**src/rtl/change_return_sequencer_pkg.sv**
```systemverilog
// Shared constants and state encoding for the change-return sequencer.
package change_return_sequencer_pkg;

    localparam int unsigned kNumCoins    = 3;
    localparam int unsigned kTotalBits   = 31;
    localparam int unsigned kWaitTime    = 100;

    localparam int unsigned kCoinVal100  = 100;
    localparam int unsigned kCoinVal500  = 500;
    localparam int unsigned kCoinVal1000 = 1000;

    typedef enum logic [1:0] {
        kRetIdle     = 2'd0,
        kRetDispense = 2'd1,
        kRetSettle   = 2'd2
    } ret_state_e;

endpackage

```
**src/rtl/change_coin_select.sv**
```systemverilog
// Picks the largest returnable coin for a given balance (combinational).
module change_coin_select
    import change_return_sequencer_pkg::*;
#(
    parameter int unsigned NUM_COINS = kNumCoins,
    parameter int unsigned TOTAL_W   = kTotalBits
) (
    input  logic [TOTAL_W-1:0]   i_total,
    output logic [NUM_COINS-1:0] o_coin,
    output logic [TOTAL_W-1:0]   o_value,
    output logic                 o_has_coin
);

    always_comb begin
        o_coin     = '0;
        o_value    = '0;
        o_has_coin = 1'b0;
        if (i_total >= TOTAL_W'(kCoinVal1000)) begin
            o_coin[2]  = 1'b1;
            o_value    = TOTAL_W'(kCoinVal1000);
            o_has_coin = 1'b1;
        end else if (i_total >= TOTAL_W'(kCoinVal500)) begin
            o_coin[1]  = 1'b1;
            o_value    = TOTAL_W'(kCoinVal500);
            o_has_coin = 1'b1;
        end else if (i_total >= TOTAL_W'(kCoinVal100)) begin
            o_coin[0]  = 1'b1;
            o_value    = TOTAL_W'(kCoinVal100);
            o_has_coin = 1'b1;
        end
    end

endmodule

```
**src/rtl/change_return_sequencer.sv**
```systemverilog
// Inactivity timer plus coin-by-coin change payout over a valid/ready hopper interface.
module change_return_sequencer
    import change_return_sequencer_pkg::*;
#(
    parameter int unsigned NUM_COINS   = kNumCoins,
    parameter int unsigned TOTAL_W     = kTotalBits,
    parameter int unsigned WAIT_CYCLES = kWaitTime
) (
    input  logic                 clk,
    input  logic                 reset_n,
    input  logic                 i_activity,
    input  logic                 i_trigger_return,
    input  logic [TOTAL_W-1:0]   i_current_total,
    input  logic                 i_coin_ready,
    output logic                 o_coin_valid,
    output logic [NUM_COINS-1:0] o_return_coin,
    output logic                 o_deduct_en,
    output logic [TOTAL_W-1:0]   o_deduct_value,
    output logic                 o_busy,
    output logic [31:0]          o_wait_time
);

    localparam logic [31:0] kWaitMax = 32'(WAIT_CYCLES);

    ret_state_e           r_state, w_state_d;
    logic [NUM_COINS-1:0] r_coin, w_coin_d;
    logic [TOTAL_W-1:0]   r_coin_val, w_coin_val_d;
    logic [31:0]          r_wait, w_wait_d;

    logic [TOTAL_W-1:0]   w_eval_total;
    logic [NUM_COINS-1:0] w_sel_coin;
    logic [TOTAL_W-1:0]   w_sel_value;
    logic                 w_sel_has;

    // In SETTLE the balance register has not yet absorbed the deduct, so look ahead at the
    // post-deduct balance; this keeps the payout at one coin every two cycles.
    assign w_eval_total = (r_state == kRetSettle) ? (i_current_total - r_coin_val)
                                                  : i_current_total;

    change_coin_select #(
        .NUM_COINS (NUM_COINS),
        .TOTAL_W   (TOTAL_W)
    ) u_coin_select (
        .i_total    (w_eval_total),
        .o_coin     (w_sel_coin),
        .o_value    (w_sel_value),
        .o_has_coin (w_sel_has)
    );

    always_comb begin
        w_state_d    = r_state;
        w_coin_d     = r_coin;
        w_coin_val_d = r_coin_val;
        w_wait_d     = r_wait;
        case (r_state)
            kRetIdle: begin
                if (i_activity || !w_sel_has) begin
                    w_wait_d = kWaitMax;
                end else if (i_trigger_return || (r_wait == 32'd0)) begin
                    w_coin_d     = w_sel_coin;
                    w_coin_val_d = w_sel_value;
                    w_state_d    = kRetDispense;
                end else begin
                    w_wait_d = r_wait - 32'd1;
                end
            end
            kRetDispense: begin
                if (i_coin_ready) begin
                    w_state_d = kRetSettle;
                end
            end
            kRetSettle: begin
                if (w_sel_has) begin
                    w_coin_d     = w_sel_coin;
                    w_coin_val_d = w_sel_value;
                    w_state_d    = kRetDispense;
                end else begin
                    w_wait_d  = kWaitMax;
                    w_state_d = kRetIdle;
                end
            end
            default: begin
                w_wait_d  = kWaitMax;
                w_state_d = kRetIdle;
            end
        endcase
    end

    always_ff @(posedge clk or negedge reset_n) begin
        if (!reset_n) begin
            r_state    <= kRetIdle;
            r_coin     <= '0;
            r_coin_val <= '0;
            r_wait     <= kWaitMax;
        end else begin
            r_state    <= w_state_d;
            r_coin     <= w_coin_d;
            r_coin_val <= w_coin_val_d;
            r_wait     <= w_wait_d;
        end
    end

    assign o_coin_valid   = (r_state == kRetDispense);
    assign o_return_coin  = o_coin_valid ? r_coin : '0;
    assign o_deduct_en    = (r_state == kRetSettle);
    assign o_deduct_value = o_deduct_en ? r_coin_val : '0;
    assign o_busy         = (r_state != kRetIdle);
    assign o_wait_time    = r_wait;

endmodule

```
**config.mk**
```make
export PLATFORM = sky130hd
export DESIGN_NAME = change_return_sequencer
export DESIGN_NICKNAME = d
export VERILOG_FILES = /design/src/rtl/change_return_sequencer_pkg.sv /design/src/rtl/change_coin_select.sv /design/src/rtl/change_return_sequencer.sv
export SDC_FILE = /design/constraint.sdc
export NUM_CORES = 1
export LEC_CHECK = 0
export ABC_AREA = 1
export ABC_CLOCK_PERIOD_IN_PS = 2850
export CAP_MARGIN = 20
export CORE_MARGIN = 3
export CORE_UTILIZATION = 46
export DETAILED_ROUTE_END_ITERATION = 7
export PLACE_DENSITY_LB_ADDON = 0.12
export SLEW_MARGIN = 20
export SYNTH_ARGS = -nofsm -noshare
export SYNTH_HDL_FRONTEND = slang
export SYNTH_SLANG_ARGS = --single-unit
```
**constraint.sdc**
```tcl
create_clock -name clk -period 2.85 [get_ports clk]
set_clock_uncertainty 0.05 [all_clocks]
set_input_delay 0.285 -clock clk [delete_from_list [all_inputs] [get_ports clk]]
set_output_delay 0.285 -clock clk [all_outputs]
set_load 0.005 [all_outputs]
```
==> run metrics <==
Synth warnings 0; ratio of cells with drive above 1 in the final layout 27.23%; CP Cell Sequence clkdlybuf4s50_1 > ha_4 > nand2_2 > inv_2 > a21oi_4 > nand3_4 > inv_2 > nand3_1 > nand2_1 > nand2_1 > nor2_2 > nand2_2 > nor2_4 > nand3_4 > nand2_4 > nand3_4 > buf_6 > buf_12 > nand2_2 > o21ai_2; internal power 2.183 mW; vias in the first global route 4232; final hold viol count 0; num rows 34; core area 8763 sq um; switching fraction of total power 44.82%; synth top area cells dfrtp_1, nand2_1, nor2_1, inv_1, o21ai_2; post-route ant nets 0; Syn Inst Count 654; Die H 101.4 um; combinational power share 69.1%; Slew @ Worst Pin 920.9 ps; largest fanout on the critical path 14; crit share post-route 104.6%; clock-pin slew on the worst setup and hold paths 80 ps; Hold Crit Class in -> async; post-layout util 68.58%; part of the power in registers 21.4%; Slew Limit Fails 0; global-route wire length before repair 19.38 mm; Starting Density 47.76%; area share of the largest cell type after synthesis 22.12%; Num Clock Sinks 40; drt drc 0; Unique masters post-synth 40; post-synthesis sequential area ratio 24.01%; cts bufs inserted 5; Lkg Pwr 2.883 nW; Post-Route WL 12.02 mm; status finished with violations; Yosys reg bits 40; placed cell count 887; Filler cells 773; Non-Filler Instances 916; num ports 105; initial antenna violation count 0; synth cell count leaders nand2_1, nor2_1, inv_1; Root Buffer clkbuf_8; worst reg-to-reg path cell count 21; Pwr Density 658.2 nW/um^2; post-synth top area cell dfrtp_1; wire per inst 13.12 um; Final Setup Violations 32; R2R Setup Slk -130 ps; die area 10280 sq um; P&R area growth vs syn 43.59%; clock share of power 9.5%; hold slack 74.27 ps; hpwl dp 8.862 mm; async set-or-reset flop fraction in the synthesized netlist 100.0%; first-pass detailed-route iteration total 4; Vias 4541; Buffers on Ports 79; setup ws final -132.0 ps; Post-synth top flop dfrtp_1; critical path's largest stage delay 550 ps; CTS tree yes; worst path arrival time 3120 ps; f_max 335.3 MHz; die width 101.4 um; Critical Path End Type register; Net Switching 1.773 mW; largest net degree at the start of global routing 41; worst path required time 2990 ps; EDFF count, synth 0; total gr overflow 0; Avg Inst Size Synth 6.399 sq um; Final TNS setup -3749 ps; # Max-Cap Violations 0; Clock Tree Buf Depth 2; Overall Power 3.955 mW; routability congestion estimate from global placement 0.8938; clk_lat worst skew 300 ps; startpoint types primary input; failing checks negative setup slack; htree depth 2; GRT Total Usage 22.97%; vias per cell 4.957; maximum vdd drop 0.0005338 V; worst relative slew slack 38.61%; post-route minimum period 2982 ps; RSZ-0062 raised after global routing true; Crit Path Category in -> reg; Crit-path slowest cell clkdlybuf4s50_1; most numerous cell in the Yosys netlist nand2_1; Initial DRC Count 158; Ant. Diodes 0; nets 853; synthesized cell area 4185 sq um
## layout by cell type, fill, tap and decap left out, drive strengths merged, types with 9 or more instances in the layout
master / instances
buf: 82
clkdlybuf4s50: 76
conb: 23
dfrtp: 37
ha: 9
inv: 84
nand2: 188
nand3: 39
nand4: 25
nor2: 106
nor3: 16
o21ai: 43
or2: 13
xnor2: 15
xor2: 16
## flip-flops by register name, indices dropped and copies added (netlist names)
name	count
o_wait_time	32
r_coin_val	4
r_coin	2
r_state	2
## final timing paths
path                               startpoint         endpoint
min in group clk               o_wait_time[2]   o_wait_time[2]
hold reg to reg                o_wait_time[2]   o_wait_time[2]
max in group asynchronous             reset_n   o_wait_time[1]
setup / recovery           i_current_total[9]  o_wait_time[16]
hold / removal                        reset_n  o_wait_time[25]
setup reg to reg                r_coin_val[2]   o_wait_time[1]
## per-layer routing
layer	part of all wire [%]	GRT usage [%]	wire length, um
met5	0	0	0
met4	0.78	3.476	94
met3	4.8	2.479	572
met2	47	38.48	5649
met1	47	32.61	5699
## timing repair
item                                    4_1_cts  5_1_grt
buffers inserted                             12        7
gates resized for setup                      49       39
endpoints found under the setup margin       39       39
cloned                                        3        0
pin swaps                                    16       18
hold buffers                                  0        0
## worst max-delay path: cells and delay by family
family          cells  cell delay, ps
compound gates      2             330
fa+ha+maj           1             250
buf+inv             5            1020
simple gates       12            1230
## cell families after synthesis
family                     synth area share (%)
xor gates and xnor gates                  6.487
adders and majority gates                 3.169
and+or+nand+nor                           41.67
buffers and inverters                     14.50
AOI/OAI and AO/OA                         10.07
other                                   0.08960
DFF                                       24.01
## power groups by stage
| stage | Combinational (mW) | Clock (mW) | Sequential, mW |
|---|---|---|---|
| after detailed placement | 2.10 | 0 | 0.843 |
| after global routing | 2.98 | 0.416 | 0.864 |
| final | 2.73 | 0.376 | 0.846 |
| after global placement | 2.06 | 0 | 0.839 |
| after floorplan | 1.37 | 0 | 0.824 |
| after CTS | 2.56 | 0.381 | 0.837 |
## metrics by stage
stage	instance area [sq um]	worst slack, ps
final	6010	-132.0
after detailed placement	5396	-636.5
after global placement	5396	-518.4
after CTS	5828	-86.04
after floorplan	4268	133.7
after global routing	6010	-288.9
## area by class of cell
type                    instances  area [sq um]  area share [%]
clock buffers                   7         76.32           1.270
multi-input cells             513          2935           48.84
flip-flops and latches         40          1005           16.72
inverters                      87         336.6           5.601
repair buffers                160          1516           25.23
clock inverters                 1         5.005         0.08328
well taps                     108         135.1           2.249
Note: power is estimated with default switching activity, not from simulation.
